<file path="src/rtl/fetch_ctrl_pkg.sv">
`default_nettype none
//============================================================================
// Module   : fetch_ctrl_pkg
// Purpose  : Shared types and constants for the instruction fetch controller.
//            Holds the FSM state encoding, datapath widths, the PC increment
//            and the depth of the fetch FIFO.
// Revision : 1.0 - initial release
//============================================================================
package fetch_ctrl_pkg;

   localparam int INSTR_W     = 32;
   localparam int ADDR_W      = 32;
   localparam int FIFO_DEPTH  = 2;
   localparam int FIFO_CNT_W  = $clog2(FIFO_DEPTH + 1);
   localparam int FIFO_DATA_W = ADDR_W + INSTR_W;

   localparam logic [ADDR_W-1:0] PC_STEP = 32'd4;

   typedef enum logic [1:0] {
      ST_RUN   = 2'd0,
      ST_REDIR = 2'd1,
      ST_FAULT = 2'd2
   } fetch_state_e;

   // Sequential fetch address; wraps naturally modulo 2^ADDR_W.
   function automatic logic [ADDR_W-1:0] next_pc(input logic [ADDR_W-1:0] pc);
      return pc + PC_STEP;
   endfunction

endpackage : fetch_ctrl_pkg
`default_nettype wire

</file>
<file path="src/rtl/fetch_fifo.sv">
`default_nettype none
//============================================================================
// Module   : fetch_fifo
// Purpose  : 2-entry FIFO carrying {pc, instr} from the memory return path
//            to the decode interface. Flush empties it in one cycle and
//            takes priority over push and pop.
// Ports    : clk, rst        - clock, async active-high reset
//            flush           - discard all entries
//            push, push_data - write one entry
//            pop             - consume the head entry
//            valid           - FIFO non-empty
//            head_data       - entry at the head
//            count           - number of stored entries
// Revision : 1.0 - initial release
//============================================================================
module fetch_fifo
   import fetch_ctrl_pkg::*;
#(
   parameter int DATA_W = FIFO_DATA_W
) (
   input  logic                  clk,
   input  logic                  rst,
   input  logic                  flush,
   input  logic                  push,
   input  logic [DATA_W-1:0]     push_data,
   input  logic                  pop,
   output logic                  valid,
   output logic [DATA_W-1:0]     head_data,
   output logic [FIFO_CNT_W-1:0] count
);

   // Single-bit pointers: the storage is exactly two entries deep.
   logic [DATA_W-1:0]     r_mem [FIFO_DEPTH];
   logic                  r_wr_ptr;
   logic                  r_rd_ptr;
   logic [FIFO_CNT_W-1:0] r_count;

   logic                  w_do_pop;
   logic                  w_do_push;

   assign w_do_pop  = pop && (r_count != '0);
   // A push into a full FIFO is only accepted when the head leaves the same cycle.
   assign w_do_push = push && ((r_count != FIFO_CNT_W'(FIFO_DEPTH)) || w_do_pop);

   always_ff @(posedge clk or posedge rst) begin
      if (rst) begin
         r_wr_ptr <= 1'b0;
         r_rd_ptr <= 1'b0;
         r_count  <= '0;
      end else if (flush) begin
         r_wr_ptr <= 1'b0;
         r_rd_ptr <= 1'b0;
         r_count  <= '0;
      end else begin
         if (w_do_push) r_wr_ptr <= ~r_wr_ptr;
         if (w_do_pop)  r_rd_ptr <= ~r_rd_ptr;
         r_count <= r_count + FIFO_CNT_W'(w_do_push) - FIFO_CNT_W'(w_do_pop);
      end
   end

   // Payload storage needs no reset: occupancy alone decides what is visible.
   always_ff @(posedge clk) begin
      if (w_do_push && !flush) begin
         r_mem[r_wr_ptr] <= push_data;
      end
   end

   assign valid     = (r_count != '0);
   assign head_data = r_mem[r_rd_ptr];
   assign count     = r_count;

endmodule : fetch_fifo
`default_nettype wire

</file>
<file path="src/rtl/fetch_ctrl.sv">
`default_nettype none
//============================================================================
// Module   : fetch_ctrl
// Purpose  : Instruction fetch controller. Issues sequential reads to a
//            1-cycle-latency instruction memory, buffers returned words with
//            their pc in a 2-entry FIFO and presents them to decode over a
//            valid/ready handshake. Redirects flush buffered and in-flight
//            work and restart fetching at the new target.
// Config   : FETCH_MISALIGN_CHK_EN - when defined, a redirect to a non
//            word-aligned address parks the controller in FAULT (fetch_fault
//            held until rst). When undefined, the low two target bits are
//            cleared and fetch_fault is tied low.
// Ports    : clk, rst                    - clock, async active-high reset
//            imem_en, pc_addr, instr_in  - instruction memory interface
//            redirect_valid/addr         - branch/jump/trap redirect
//            fetch_valid/ready           - decode handshake
//            fetch_instr, fetch_pc       - FIFO head payload
//            fetch_fault                 - misaligned redirect fault flag
// Revision : 1.0 - initial release
//============================================================================
module fetch_ctrl
   import fetch_ctrl_pkg::*;
#(
   parameter logic [ADDR_W-1:0] RESET_PC = 32'h0000_0000
) (
   input  logic               clk,
   input  logic               rst,
   output logic               imem_en,
   output logic [ADDR_W-1:0]  pc_addr,
   input  logic [INSTR_W-1:0] instr_in,
   input  logic               redirect_valid,
   input  logic [ADDR_W-1:0]  redirect_addr,
   output logic               fetch_valid,
   input  logic               fetch_ready,
   output logic [INSTR_W-1:0] fetch_instr,
   output logic [ADDR_W-1:0]  fetch_pc,
   output logic               fetch_fault
);

   fetch_state_e          r_state;
   fetch_state_e          w_state_next;

   logic [ADDR_W-1:0]     r_pc_addr;
   logic                  r_inflight;
   logic [ADDR_W-1:0]     r_inflight_pc;

   logic [ADDR_W-1:0]     w_redir_addr;
   logic                  w_misalign;
   logic                  w_redir_take;
   logic                  w_flush;
   logic                  w_issue;
   logic                  w_push;
   logic                  w_pop;
   logic                  w_room;
   logic [FIFO_CNT_W:0]   w_occ;

   logic                  w_fifo_valid;
   logic [FIFO_DATA_W-1:0] w_head;
   logic [FIFO_CNT_W-1:0] w_count;

`ifdef FETCH_MISALIGN_CHK_EN
   assign w_redir_addr = redirect_addr;
   assign w_misalign   = (redirect_addr[1:0] != 2'b00);
`else
   assign w_redir_addr = redirect_addr & ~ADDR_W'(3);
   assign w_misalign   = 1'b0;
`endif

   // FAULT is terminal until reset, so redirects there are ignored.
   assign w_redir_take = redirect_valid && (r_state != ST_FAULT);

   assign fetch_valid  = w_fifo_valid && !rst;
   assign w_pop        = fetch_valid && fetch_ready;

   // Entries the FIFO will hold once the outstanding read lands and the
   // current pop retires; issue only if that leaves a free slot.
   assign w_occ  = {1'b0, w_count} + (FIFO_CNT_W+1)'(r_inflight) - (FIFO_CNT_W+1)'(w_pop);
   assign w_room = (w_occ < (FIFO_CNT_W+1)'(FIFO_DEPTH));

   // REDIR also issues: the FIFO is empty and nothing is in flight, and
   // fetching the target there gives first valid three cycles after the
   // redirect.
   always_comb begin
      w_state_next = r_state;
      w_issue      = 1'b0;
      w_flush      = 1'b0;
      case (r_state)
         ST_RUN, ST_REDIR: begin
            if (redirect_valid) begin
               w_flush      = 1'b1;
               w_state_next = w_misalign ? ST_FAULT : ST_REDIR;
            end else begin
               w_state_next = ST_RUN;
               w_issue      = w_room;
            end
         end
         ST_FAULT: begin
            w_flush = 1'b1;
         end
         default: begin
            w_state_next = ST_RUN;
         end
      endcase
   end

   assign imem_en = w_issue && !rst;
   // Returning data is squashed whenever the FIFO is being flushed.
   assign w_push  = r_inflight && !w_flush;

   always_ff @(posedge clk or posedge rst) begin
      if (rst) begin
         r_state       <= ST_RUN;
         r_pc_addr     <= RESET_PC;
         r_inflight    <= 1'b0;
         r_inflight_pc <= RESET_PC;
      end else begin
         r_state    <= w_state_next;
         r_inflight <= imem_en;
         if (w_redir_take) begin
            r_pc_addr <= w_redir_addr;
         end else if (imem_en) begin
            r_pc_addr <= next_pc(r_pc_addr);
         end
         if (imem_en) begin
            r_inflight_pc <= r_pc_addr;
         end
      end
   end

   fetch_fifo #(
      .DATA_W (FIFO_DATA_W)
   ) u_fifo (
      .clk       (clk),
      .rst       (rst),
      .flush     (w_flush),
      .push      (w_push),
      .push_data ({r_inflight_pc, instr_in}),
      .pop       (w_pop),
      .valid     (w_fifo_valid),
      .head_data (w_head),
      .count     (w_count)
   );

   assign pc_addr     = r_pc_addr;
   assign fetch_pc    = w_head[FIFO_DATA_W-1 -: ADDR_W];
   assign fetch_instr = w_head[INSTR_W-1:0];

`ifdef FETCH_MISALIGN_CHK_EN
   assign fetch_fault = (r_state == ST_FAULT);
`else
   assign fetch_fault = 1'b0;
`endif

endmodule : fetch_ctrl
`default_nettype wire

</file>
<file path="config.mk">
export PLATFORM = sky130hd
export DESIGN_NAME = fetch_ctrl
export DESIGN_NICKNAME = d
export VERILOG_FILES = /design/src/rtl/fetch_ctrl_pkg.sv /design/src/rtl/fetch_fifo.sv /design/src/rtl/fetch_ctrl.sv
export SDC_FILE = /design/constraint.sdc
export NUM_CORES = 1
export LEC_CHECK = 0
export CORE_MARGIN = 4
export CORE_UTILIZATION = 51
export CTS_BUF_LIST = sky130_fd_sc_hd__clkbuf_16
export CTS_CLUSTER_DIAMETER = 80
export CTS_CLUSTER_SIZE = 8
export DETAILED_ROUTE_END_ITERATION = 10
export PLACE_DENSITY = 0.89
export REMOVE_ABC_BUFFERS = 1
export SLEW_MARGIN = 20
export SYNTH_ARGS = -nofsm -noshare
export SYNTH_HDL_FRONTEND = slang
export SYNTH_HIERARCHICAL = 1
export SYNTH_SLANG_ARGS = --single-unit
</file>
<file path="constraint.sdc">
create_clock -name clk -period 7.05 [get_ports clk]
set_input_delay 0.705 -clock clk [delete_from_list [all_inputs] [get_ports clk]]
set_output_delay 0.705 -clock clk [all_outputs]
set_load 0.03 [all_outputs]
</file>
[Word-level counts from Yosys, hierarchy flattened]
Memory sizes are Yosys's and may differ from the RTL's.
Cells that the tools add are included.
W data, S select, Z words.
Word-level totals
  memories: 1
  RAM bits: 128
  word-level logic and storage cells: 52
  input port bits: 68
  flip-flop bits (word level): 71
Memory list
  u_fifo.r_mem: depth 2, bits a word 64, rd ports 1, clocked after Yosys merged registers in 0, wr ports 1, RTL line fetch_fifo.sv:33  | logic [DATA_W-1:0] r_mem [FIFO_DEPTH];
Operators by class
  multiplexer cells: 15
  reduce and logical (&&, ||, !) cells: 17
  magnitude comparators: 1
  add/sub/neg operators: 5
  bitwise gates (word level): 2
  equal/unequal tests: 4
Operator list (number)
  $mux W32: 2
  $add A32 B3 Y32 const B: 1
  $mux W1: 10
  $logic_and A1 B1 Y1: 8
  $reduce_bool A2 Y1: 4
  $ne A2 B2 Y1 const B: 2
  $pmux W2 S2: 1
  $add A2 B1 Y3: 1
  $lt A3 B2 Y1 const B: 1
  $sub A3 B1 Y3: 1
  $add A2 B1 Y2: 1
  $eq A2 B1 Y1 const B: 1
  $eq A2 B2 Y1 const B: 1
  $logic_not A1 Y1: 2
  $logic_not A2 Y1: 1
  $mux W2: 1
  $not A1 Y1: 2
  $pmux W1 S2: 1
  $reduce_or A2 Y1: 1
  $sub A2 B1 Y2: 1
  $logic_or A1 B1 Y1: 1

[Depth between registers and ports, before layout]
Gate-level depths: netlist of the first run.
  depth in word-level cells: 10
  mapped depth: 13
  gate-level depth less buffers: 12

[By module]
Netlist of the first run, hierarchy kept.
By module, submodules not included
  fetch_fifo: times used 1, cells an instance 222, seq. area each 3943.8 um^2, area an instance 4882.2 um^2
  fetch_ctrl: times used 1, cells an instance 350, seq. area each 1526.5 um^2, area an instance 3081.7 um^2

[Worst setup path after synthesis of the first run]
Ideal clock, no wire load.
  path type: input to register
  start: input rst
  end: memory u_fifo/r_mem[1][0] (netlist name), enable pin
  data required time: 6.471 ns
  buffers on the path: 0
  setup time: 0.579 ns
  stages: 4
  setup slack: 0.201 ns
  data arrival time: 6.270 ns
  path through: nor2b_1 > and2_1 > o31ai_4 > nor3b_1
Between the ends
  cells in the longest elaborated chain, start to end: 9
Ends and longest elaborated chain
  from (decl): RTL line fetch_ctrl.sv:27  | input logic rst,
  $logic_not A1 Y1 (no source line)
  $logic_and A1 B1 Y1: RTL line fetch_ctrl.sv:72  | assign fetch_valid = w_fifo_valid && !rst;
  $logic_and A1 B1 Y1: RTL line fetch_ctrl.sv:73  | assign w_pop = fetch_valid && fetch_ready;
  named net w_pop: RTL line fetch_ctrl.sv:53  | logic w_pop;
  $logic_and A1 B1 Y1: RTL line fetch_fifo.sv:41  | assign w_do_pop = pop && (r_count != '0);
  $logic_or A1 B1 Y1: RTL line fetch_fifo.sv:43  | assign w_do_push = push && ((r_count != FIFO_CNT_W'(FIFO_DEPTH)) || w_do_pop);
  $logic_and A1 B1 Y1: RTL line fetch_fifo.sv:43
  $logic_and A1 B1 Y1: RTL line fetch_fifo.sv:63  | if (w_do_push && !flush) begin
  $mux W1: RTL line fetch_fifo.sv:63
  $mux W1 (implied by the code): RTL line fetch_fifo.sv:64  | r_mem[r_wr_ptr] <= push_data;
  to (decl): RTL line fetch_fifo.sv:33
The timed path passes the listed nets, and every way through them passes these cells.

[Worst setup path in the final report of the first run]
  start: input rst
  end: output imem_en
Between the ends
  cells in the longest elaborated chain, start to end: 8
Ends and longest elaborated chain
  $logic_not A1 Y1 (no source line)
  $logic_and A1 B1 Y1: RTL line fetch_ctrl.sv:72
  $logic_and A1 B1 Y1: RTL line fetch_ctrl.sv:73
  named net w_pop: RTL line fetch_ctrl.sv:53
  $sub A3 B1 Y3: RTL line fetch_ctrl.sv:77  | assign w_occ = {1'b0, w_count} + (FIFO_CNT_W+1)'(r_inflight) - (FIFO_CNT_W+1)'(w_pop);
  $lt A3 B2 Y1: RTL line fetch_ctrl.sv:78  | assign w_room = (w_occ < (FIFO_CNT_W+1)'(FIFO_DEPTH));
  $mux W1: RTL line fetch_ctrl.sv:89  | if (redirect_valid) begin
  $mux W1: RTL line fetch_ctrl.sv:87  | case (r_state)
  $logic_and A1 B1 Y1: RTL line fetch_ctrl.sv:106  | assign imem_en = w_issue && !rst;
  to (decl): RTL line fetch_ctrl.sv:28  | output logic imem_en,
The timed path passes the listed nets, and every way through them passes these cells.

==> impl_metrics.json, run 1 <==
{
  "fp.dieW_microns": 133,
  "seq_area_frac_synth_pct": 68.7,
  "synth.distinct_cells": 53,
  "antenna_found_initial": 0,
  "finalSetupTns_ns": 0,
  "power_leakage_nw": 3.89,
  "io_pins": 167,
  "ys_warn_count": 6,
  "status": "complete, no violations",
  "clk-insertion-delay-late_ns": 0.42,
  "cts_buffer_depth": 2,
  "whs_endpoint": "u_fifo/r_mem[0][53]",
  "grt_pass1_wl_microns": 29400,
  "max_slew_margin_pct": 38.1,
  "grt_start_max_net_pins": 70,
  "r2r_slack_ns": 3.02,
  "first_pass_iters": 5,
  "worst_slew_pin_slew_ns": 0.921,
  "netlist_top_cells_count": "edfxtp_1, nand2_1, dfrtp_1, mux2_2, o21ai_0",
  "post_drt_wl_per_cell_microns": 19.1,
  "cts.sinks": 193,
  "grt_overflow_total": 0,
  "period_needed_ns": 4.78,
  "crit_required_ns": 6.34,
  "synth_area_leaders": "edfxtp_1, dfrtp_1, mux2_2, nand2_1, o21ai_0",
  "dp_hpwl_microns": 12200,
  "yosysTopAreaCellShare_pct": 48.3,
  "cp-end-kind": "output pin",
  "totalWireLength_microns": 18400,
  "postSynthAreaPerCell_sq_um": 13.9,
  "p_per_area_nw_per_um2": 251,
  "n_antenna_cell": 0,
  "fin_worst_hold_slack_ns": 0.473,
  "skew_ns": 0.00917,
  "ys.flop_type": "edfxtp_1",
  "critPathLaunchType": "primary input",
  "maxCapViolCount": 0,
  "grtUsageTotal_pct": 21.2,
  "post-route-period-util_pct": 67.9,
  "yosys.area.top_type": "edfxtp_1",
  "yosysMostFrequentCell": "edfxtp_1",
  "cts_htree_levels": 4,
  "crit_type": "in2out",
  "layout.nets": 812,
  "postCtsSetupBuffers": 0,
  "die-area_sq_um": 17700,
  "r2r_end": "pc_addr[8]",
  "die_h_microns": 133,
  "ys_ff_latch": 193,
  "synthCells": 572,
  "hp-start": "r_inflight_pc[21]",
  "hp-class": "reg2reg",
  "ctsResizeCount": 0,
  "ant_nets": 0,
  "grt_pass1_vias": 5621,
  "start_util_pct": 52.2,
  "holdPathStages": 0,
  "core_sq_um": 15300,
  "hold_viol": 0,
  "fill_cells": 1097,
  "synthArstFlopShare_pct": 33.7,
  "r2r-start": "u_fifo/count[1]",
  "cts_tree": "yes",
  "cts_hold_buffers": 0,
  "placementRows": 45,
  "critical_path_arrival_ns": 4.08,
  "routed_via_density": 5.51,
  "globalplace.congestion": 0.821,
  "num_vias": 5307,
  "synth_edf_count": 128,
  "dr.first_iter.drc_count": 494,
  "crit_fanout": 16,
  "rsz0062_at_grt": "false",
  "drive_above_1_share_pct": 16.1,
  "drc": 0,
  "r2r.worst_path.cells": 13,
  "drv_slew": 0,
  "cts_made_buffers": 17,
  "areaGrowthSynthToFinish_pct": 29.9,
  "cts-root-buf": "clkbuf_16",
  "setup_violations": 0,
  "netlist_area_sq_um": 7960,
  "max-vdd-ir-drop_mv": 0.167,
  "max_freq_mhz": 209,
  "clkTransAtPathRegs_ns": 0.07,
  "placement.io_buffers": 161
}
==> per-layer routing <==
layer	wire, microns	track usage [%]	vias to the layer above
met1	7670	27.0	2616
met4	394	7.85	0
met2	9050	35.0	218
met3	1280	5.67	36
li1	-	-	2437
met5	0	0	-
==> cell type report <==
cell class                 count  area, sq um  share of cell area, %
multi-input combinational    346         2320                   22.5
tap                          211          264                   2.55
clock inverter                15          134                   1.29
inverter                      10         37.5                  0.363
clock buffer                  17          425                   4.11
timing repair buffer         171         1690                   16.3
sequential                   193         5470                   52.9
==> power by group <==
part	total [W]	internal (W)	switching, W
sequential	0.00137	0.00130	0.0000708
combinational	0.000320	0.000138	0.000182
clock	0.000904	0.000491	0.000413
total	0.00260	0.00193	0.000666
==> how the worst max path moves through the flow <==
stage | start | endpoint | slack [ns]
2_1_floorplan | rst | u_fifo/r_mem[1][0] | 0.20
3_3_place_gp | rst | imem_en | 2.46
3_5_place_dp | rst | imem_en | 2.29
4_1_cts | u_fifo/count[1] | imem_en | 2.26
5_1_grt | rst | imem_en | 2.06
6_report | rst | imem_en | 2.27
==> cells in the final DEF (no fill, tap or decap), types with 4 or more instances in the layout <==
master	n
a21o_1	4
a21oi_1	9
a221o_1	8
and3_1	6
buf_4	10
clkbuf_16	17
clkdlybuf4s50_1	161
conb_1	7
dfrtp_1	64
edfxtp_1	128
ha_1	4
inv_1	8
mux2_2	65
nand2_1	115
nand3_1	14
nand4_1	12
nor2_1	13
nor2b_1	5
nor3_1	6
o21ai_0	19
o21bai_1	4
o311ai_0	5
or4_1	5
xnor2_1	4
==> worst max-delay path, cell delays in order <==
cell and delay (ns):
clkdlybuf4s50_1 0.47, nor2b_1 0.18, and2_1 0.27, ha_1 0.26, nand2b_1 0.15, fa_1 0.39, xnor2_1 0.22, nand3_2 0.11
inv_1 0.50, clkdlybuf4s50_1 0.80
==> kinds of logic after synthesis <==
kind of cell	share of synthesized area, %
other	0.0471
XOR/XNOR	0.550
adder cells (fa/ha/maj)	0.880
AND/OR/NAND/NOR	11.9
AO/OA/AOI/OAI	5.53
buffers and inverters	2.62
flip-flops	68.7
multiplexers	9.76
==> per-stage QoR <==
step	cells	setup slack (ns)	util, %	total power, W	instance area [sq um]
6_report	963	2.27	67.8	0.00260	10300
5_1_grt	963	2.06	67.8	0.00271	10300
4_1_cts	963	2.26	67.8	0.00262	10300
3_5_place_dp	931	2.29	64.1	0.00172	9780
3_3_place_gp	931	2.46	64.1	0.00170	9780
2_1_floorplan	549	0.201	-	0.00155	7820
==> registers in the layout, summed over array words and instances (netlist names) <==
name / flops
r_inflight_pc: 30
u_fifo/r_mem: 128
u_fifo/count: 2
r_inflight: 1
u_fifo/r_wr_ptr: 1
u_fifo/r_rd_ptr: 1
pc_addr: 30
Note: power is estimated with default switching activity, not from simulation.
==> inputs of run 2 (changes only) <==
- clock period: 7.05 -> 4.6 ns (I/O delays scaled with it)
==> impl_metrics.json, run 2 (synthesized netlist as in run 1, its figures left out) <==
{
  "status": "complete, no violations",
  "maxCapViolCount": 0,
  "ctsResizeCount": 0,
  "cts_htree_levels": 4,
  "cts_made_buffers": 17,
  "fp.dieW_microns": 133,
  "die_h_microns": 133,
  "multi_input_area_sq_um": 2320,
  "core_sq_um": 15300,
  "layout.nets": 815,
  "totalWireLength_microns": 18200,
  "n_antenna_cell": 0,
  "cts-root-buf": "clkbuf_16",
  "cts_buffer_depth": 2,
  "drv_slew": 0,
  "worst_slew_pin_slew_ns": 0.990,
  "cp-startpoint": "u_fifo/count[1]",
  "grt_overflow_total": 0,
  "start_util_pct": 52.2,
  "routed_via_density": 5.55,
  "r2r-start": "u_fifo/count[1]",
  "globalplace.congestion": 0.857,
  "grt_pass1_vias": 5696,
  "max_slew_margin_pct": 33.8,
  "cts_hold_buffers": 0,
  "cts.sinks": 193,
  "period_needed_ns": 3.78,
  "cpMostUsedCell": "buf_4",
  "io_pins": 167,
  "largest_register_ffs": 128,
  "critPathLaunchType": "register",
  "dr.first_iter.drc_count": 450,
  "crit_required_ns": 4.14,
  "first_pass_iters": 5,
  "setup_violations": 0,
  "max_freq_mhz": 264,
  "placementRows": 45,
  "power_leakage_nw": 3.91,
  "rsz0062_at_grt": "false",
  "die-area_sq_um": 17700,
  "fin_worst_hold_slack_ns": 0.346,
  "clk-insertion-delay-late_ns": 0.42,
  "areaGrowthSynthToFinish_pct": 30.4,
  "power.total_w": 0.00406,
  "hp-class": "in2async",
  "num_vias": 5361,
  "cp_slowest_cell": "dfrtp_1",
  "cpPeakStageDelay_ns": 0.48,
  "seqCellArea_sq_um": 5470,
  "fill_cells": 1085,
  "clkTransAtPathRegs_ns": 0.06,
  "placement.io_buffers": 161,
  "crit_type": "reg2out",
  "fin_cells": 966,
  "grt_start_max_net_pins": 49,
  "final_cell_mix": "clkdlybuf4s50_1, edfxtp_1, nand2_1, mux2_2, dfrtp_1",
  "postCtsSetupBuffers": 0,
  "antenna_found_initial": 0,
  "critical_path_arrival_ns": 3.32,
  "cp_cell_sequence": "or2_2, nor2b_1, and2_1, ha_1, nand2b_1, fa_1, xnor2_1, nand3_2, inv_1, buf_4, buf_4",
  "fin_area_sq_um": 10400,
  "largest-register": "u_fifo/r_mem",
  "post_drt_wl_per_cell_microns": 18.9,
  "cp_num_buf_inv": 3,
  "drive_above_1_share_pct": 16.8,
  "fin_util_pct": 68.1,
  "grtUsageTotal_pct": 21.1,
  "max-vdd-ir-drop_mv": 0.261,
  "cp-end-kind": "output pin",
  "dp_hpwl_microns": 12300,
  "hold_viol": 0,
  "grt_pass1_wl_microns": 29300,
  "mostFrequentLayoutCell": "clkdlybuf4s50_1",
  "dpl.cell_count": 934,
  "p_per_area_nw_per_um2": 391,
  "skew_ns": 0.00817,
  "cts_tree": "yes",
  "ant_nets": 0,
  "cp_top_family": "simple AND/OR/NAND/NOR gates",
  "crit_fanout": 14,
  "postPlaceCellArea_sq_um": 9800,
  "post-route-period-util_pct": 82.3,
  "drc": 0
}
==> run 2: area by class of cell <==
type	count	share of cell area, %
Sequential cell	193	52.7
Tap cell	211	2.54
Multi-Input combinational cell	346	22.4
Timing Repair Buffer	174	16.4
Clock inverter	15	1.52
Clock buffer	17	4.10
Inverter	10	0.361
==> run 2: power by group <==
group | internal [W] | switching [W] | leakage (nW) | total [W]
combinational | 0.000215 | 0.000279 | 1.66 | 0.000494
sequential | 0.00200 | 0.000112 | 1.97 | 0.00211
clock | 0.000808 | 0.000646 | 0.281 | 0.00145
total | 0.00302 | 0.00104 | 3.91 | 0.00406
==> run 2: metrics by stage <==
step / setup WS, ns / TNS, ns
finish: 0.816 / 0
global placement: 1.18 / 0
detailed placement: 1.02 / 0
global route: 0.642 / 0
CTS: 0.782 / 0
floorplan: -2.15 / -286.75
==> run 2: path summary, 6_finish.rpt <==
check / end / slack [ns] / depth (start not counted)
max: imem_en / 0.82 / 11
min: u_fifo/count[1] / 0.35 / 2
max reg2reg: pc_addr[25] / 1.12 / 13
min reg2reg: u_fifo/r_mem[0][52] / 0.48 / 0
max in group asynchronous: pc_addr[7] / 3.16 / 3
min in group clk: u_fifo/r_mem[0][52] / 0.48 / 0
==> run 2: per-layer routing <==
metal | track usage, % | vias up | wire, microns | part of all wire, %
li1 | - | 2446 | - | -
met3 | 5.55 | 28 | 1430 | 7.8
met1 | 27.5 | 2649 | 7660 | 42
met2 | 34.4 | 238 | 8860 | 49
met5 | 0 | - | 0 | 0
met4 | 7.16 | 0 | 282 | 1.5
==> RTL change 1: new RTL, flow settings as in run 1 <==
Reset style: synchronous (`rst`), changed in 2 clocked blocks. Comments in the files are not updated.
--- a/src/rtl/fetch_fifo.sv
+++ b/src/rtl/fetch_fifo.sv
@@ -42,7 +42,7 @@
    // A push into a full FIFO is only accepted when the head leaves the same cycle.
    assign w_do_push = push && ((r_count != FIFO_CNT_W'(FIFO_DEPTH)) || w_do_pop);
 
-   always_ff @(posedge clk or posedge rst) begin
+   always_ff @(posedge clk) begin
       if (rst) begin
          r_wr_ptr <= 1'b0;
          r_rd_ptr <= 1'b0;
--- a/src/rtl/fetch_ctrl.sv
+++ b/src/rtl/fetch_ctrl.sv
@@ -107,7 +107,7 @@
    // Returning data is squashed whenever the FIFO is being flushed.
    assign w_push  = r_inflight && !w_flush;
 
-   always_ff @(posedge clk or posedge rst) begin
+   always_ff @(posedge clk) begin
       if (rst) begin
          r_state       <= ST_RUN;
          r_pc_addr     <= RESET_PC;
Behaviour: differs if rst is asserted again (counterexample within 4 cycles, from zero or initial values and one cycle with rst high); with rst held inactive, the same outputs for 4 cycles.
==> RTL change 1 against run 1 <==
Global-route usage fell by 0.42 points; critical endpoint unchanged; design area fell by 1.1%; synthesized area fell by 1.7%; final cell count fell by 0.21%; power fell by 3.4%; routed wire length fell by 2.2%; setup slack improved by 0.25 ns; sequential cell count rose by 1.
==> RTL change 1: results <==
metrics = {
    "run_status": {
        "outcome": "complete, no violations",
    },
    "synth": {
        "async_reset_ff_frac": 0,
        "yosys-top-cells-count": "edfxtp_1, nand2_1, mux2_2",
        "synth_top_cells_by_area": "edfxtp_1, dfxtp_1, mux2_2",
        "synth-warning-count": 6,
        "ys_seq_area_frac": 0.660,
    },
    "critical_path": {
        "worst-path-max-fanout": 6,
        "path_delay_family": "simple AND/OR/NAND/NOR gates",
        "critPathMaxStageDelay_ns": 0.67,
        "critPathArrivalTime_ns": 3.83,
    },
    "global_routing": {
        "overflow": 0,
        "grt_pass1_wl_mm": 29.0,
        "grt_use_total": 0.208,
        "grt_pass1_vias": 5594,
    },
    "place": {
        "port-buffer-count": 161,
        "dpl_cell_area_um2": 9560,
        "post-place-ws_ns": 2.63,
        "dp_hpwl_mm": 11.6,
        "routabilityCongestion": 0.788,
    },
    "power_and_ir_drop": {
        "irDropWorstVdd_mv": 0.195,
        "leakagePower_nw": 3.48,
    },
    "final_layout": {
        "layout.nets": 834,
        "layout-drive-gt1-share": 0.155,
        "top_register": "u_fifo/r_mem",
    },
    "clock_tree": {
        "cts_setup_buffers": 0,
        "insertion_delay_ns": 0.41,
    },
    "drt": {
        "num_vias": 5438,
        "firstDrtPassIters": 6,
        "drt_iter0_markers": 397,
        "avgRoutedWirePerCell_um": 18.7,
    },
    "timing": {
        "tightest_slew_ns": 0.899,
        "skew_ns": 0.00736,
    },
    "hold_path": {
        "min_path_type": "register to register",
    },
}
RTL change 1: cell types whose count changed after synthesis, moves of 9 or more:
cell	before	now
dfxtp_1	0	66
dfrtp_1	65	0
a21oi_1	9	46
nand2_1	115	87
a31oi_1	2	12
o22ai_1	0	10
and2_1	3	12
o21ai_0	19	10
RTL change 1: final timing paths:
check	start	end	slack, ns	depth (start not counted)
max	u_fifo/count[1]$_SDFF_PP0_	imem_en	2.51	10
min	r_inflight_pc[19]$_SDFFE_PP0P_	u_fifo/r_mem[0][51]$_DFFE_PP_	0.45	0
max reg2reg	u_fifo/count[1]$_SDFF_PP0_	pc_addr[10]$_SDFFE_PP0P_	2.87	12
min reg2reg	r_inflight_pc[19]$_SDFFE_PP0P_	u_fifo/r_mem[0][51]$_DFFE_PP_	0.45	0
RTL change 1: cell type report:
cell class	instances	area, µm²
flip-flops and latches	194	5170
fillers	1088	4920
multi-input cells	368	2450
repair buffers	170	1670
clock buffers	17	425
well taps	188	235
clock inverters	14	234
inverters	10	37.5
RTL change 1: power by group:
group	switching, mW	total, mW	internal, mW
logic	0.103	0.189	0.0857
clock network	0.399	1.06	0.664
registers	0.0262	1.26	1.23
total	0.529	2.51	1.98
RTL change 1: logic make-up after synthesis:
family / after synthesis / synth area share
multiplexers: 69 / 0.0996
buffers and inverters: 45 / 0.0313
AND/OR/NAND/NOR: 174 / 0.106
XOR/XNOR: 14 / 0.0157
flip-flops: 194 / 0.660
AO/OA/AOI/OAI: 99 / 0.0778
adder cells (fa/ha/maj): 5 / 0.00895
other: 1 / 0.000479
RTL change 1: layer usage:
layer | GRT usage | up-vias | wire, µm
li1 | - | 2532 | -
met5 | 0 | - | 0
met2 | 0.346 | 221 | 8910
met3 | 0.0565 | 51 | 1110
met4 | 0.0910 | 0 | 612
met1 | 0.255 | 2634 | 7340
RTL change 1: metrics by stage:
step                      power (mW)  instances
final                           2.51        961
after detailed placement        1.47        930
after global placement          1.46        930
after floorplan                 1.36        572
after global routing            2.59        961
after CTS                       2.53        961
==> RTL change 2: new RTL, flow settings as in run 1 <==
Without the edit above. The package constant `INSTR_W` goes from 32 to 36.
--- a/src/rtl/fetch_ctrl_pkg.sv
+++ b/src/rtl/fetch_ctrl_pkg.sv
@@ -8,7 +8,7 @@
 //============================================================================
 package fetch_ctrl_pkg;
 
-   localparam int INSTR_W     = 32;
+   localparam int INSTR_W     = 36;
    localparam int ADDR_W      = 32;
    localparam int FIFO_DEPTH  = 2;
    localparam int FIFO_CNT_W  = $clog2(FIFO_DEPTH + 1);
Ports: changed (resized fetch_instr and instr_in); port bits go from 167 to 175. No check against the original RTL was run, so the function may have changed too.
==> RTL change 2 against run 1 <==
Setup slack improved by 0.48 ns; sequential cell count grew 8; first-iteration DRC count decreased by 39%; hold slack got worse by 0.0070 ns; synthesized area grew 4.0%; critical path type is now register to output pin; critical endpoint unchanged; routed wire length increased by 3.6%; power up 14%; design area up 6.6%.
==> RTL change 2: results <==
metrics = {
    "run_status": {
        "outcome": "complete, no violations",
    },
    "power_and_ir_drop": {
        "leakagePower_nw": 4.25,
        "irDropWorstVdd_mv": 0.159,
    },
    "critical_path": {
        "critPathMaxStageDelay_ns": 0.68,
        "r2r_cells": 14,
        "worst-path-max-fanout": 6,
        "path_delay_family": "simple AND/OR/NAND/NOR gates",
        "r2r-end": "pc_addr[13]$_DFFE_PP0P_",
    },
    "drt": {
        "num_vias": 5513,
        "drt_iter0_markers": 300,
        "firstDrtPassIters": 5,
        "totalWireLength_mm": 19.0,
    },
    "global_routing": {
        "grt_use_total": 0.204,
        "grt_pass1_vias": 5876,
        "grt_pass1_wl_mm": 29.8,
    },
    "synth": {
        "synth_top_cells_by_area": "edfxtp_1, dfrtp_1, mux2_2",
        "yosys-top-cells-count": "edfxtp_1, nand2_1, dfrtp_1",
        "ys_seq_area_frac": 0.689,
        "synth-adder-area-share": 0.00846,
        "async_reset_ff_frac": 0.323,
        "synth_compound_area_frac": 0.0532,
        "synth_xor_area_frac": 0.00529,
        "synth_edf_count": 136,
    },
    "hold_path": {
        "whs_endpoint": "u_fifo/r_mem[1][47]$_DFFE_PP_",
        "hold_path_startpoint": "r_inflight_pc[11]$_DFFE_PP0P_",
    },
    "place": {
        "dp_hpwl_mm": 12.3,
        "routabilityCongestion": 0.809,
        "port-buffer-count": 169,
    },
    "clock_tree": {
        "cts_max_path_buffers": 3,
        "cts-htree-levels": 1,
        "numCtsBuffers": 29,
        "insertion_delay_ns": 0.52,
        "clkTransAtPathRegs_ns": 0.05,
    },
    "final_layout": {
        "n_fill_cell": 1076,
        "layout.nets": 848,
        "layout-drive-gt1-share": 0.159,
    },
    "timing": {
        "relSlewSlack": 0.314,
        "finalHoldWorstSlack_ns": 0.466,
        "skew_ns": 0.0163,
    },
}
==> RTL change 2: cell count changes in the layout (fill, tap and decap cells not counted), moves of 6 or more <==
cell	before	now
clkbuf_16	17	29
clkdlybuf4s50_1	161	169
mux2_4	1	11
edfxtp_1	128	136
inv_1	8	31
mux2_2	65	59
==> RTL change 2: metal layers <==
layer	GRT usage	part of all wire	vias up
met4	0.0666	0.021	0
met3	0.0524	0.089	45
met1	0.258	0.41	2682
met2	0.346	0.48	263
li1	-	-	2523
met5	0	0	-
==> RTL change 2: cell type report <==
| class | count | share of cell area |
|---|---|---|
| multi-input combinational | 350 | 0.218 |
| clock inverter | 25 | 0.00942 |
| sequential | 201 | 0.518 |
| tap | 216 | 0.0245 |
| inverter | 10 | 0.00341 |
| timing repair buffer | 179 | 0.160 |
| clock buffer | 29 | 0.0658 |
==> RTL change 2: cell families (layout without fill, tap and decap cells) <==
| family | Yosys count | after routing |
|---|---|---|
| mux | 73 | 73 |
| buf+inv | 40 | 243 |
| fa+ha+maj | 5 | 5 |
| flops | 201 | 201 |
| simple gates | 198 | 198 |
| other cells | 1 | 7 |
| compound gates | 62 | 62 |
| xor+xnor | 5 | 5 |
==> RTL change 2: where the power goes <==
group	switching, mW	total (mW)	internal, mW
clock network	0.462	1.20	0.733
logic	0.184	0.326	0.143
registers	0.0743	1.43	1.36
total	0.720	2.96	2.24
==> RTL change 2: worst max-delay path by stage <==
stage / start / to / slack [ns] / cells past startpoint
final: u_fifo/count[1]$_DFF_PP0_ / imem_en / 2.75 / 10
after CTS: u_fifo/count[1]$_DFF_PP0_ / imem_en / 2.71 / 10
after floorplan: rst / u_fifo/r_mem[1][0]$_DFFE_PP_ / -0.1 / 4
after detailed placement: rst / pc_addr[13]$_DFFE_PP0P_ / 2.71 / 14
after global placement: rst / pc_addr[13]$_DFFE_PP0P_ / 2.82 / 14
after global routing: u_fifo/count[1]$_DFF_PP0_ / imem_en / 2.56 / 10
==> RTL change 2: per-stage QoR <==
| stage | std cells | setup slack, ns | TNS (ns) | instance area (µm²) |
|---|---|---|---|---|
| after floorplan | 561 | -0.0994 | -6.76 | 8140 |
| after global routing | 1010 | 2.56 | 0 | 11000 |
| after global placement | 956 | 2.82 | 0 | 10200 |
| after detailed placement | 956 | 2.71 | 0 | 10200 |
| after CTS | 1010 | 2.71 | 0 | 11000 |
| final | 1010 | 2.75 | 0 | 11000 |
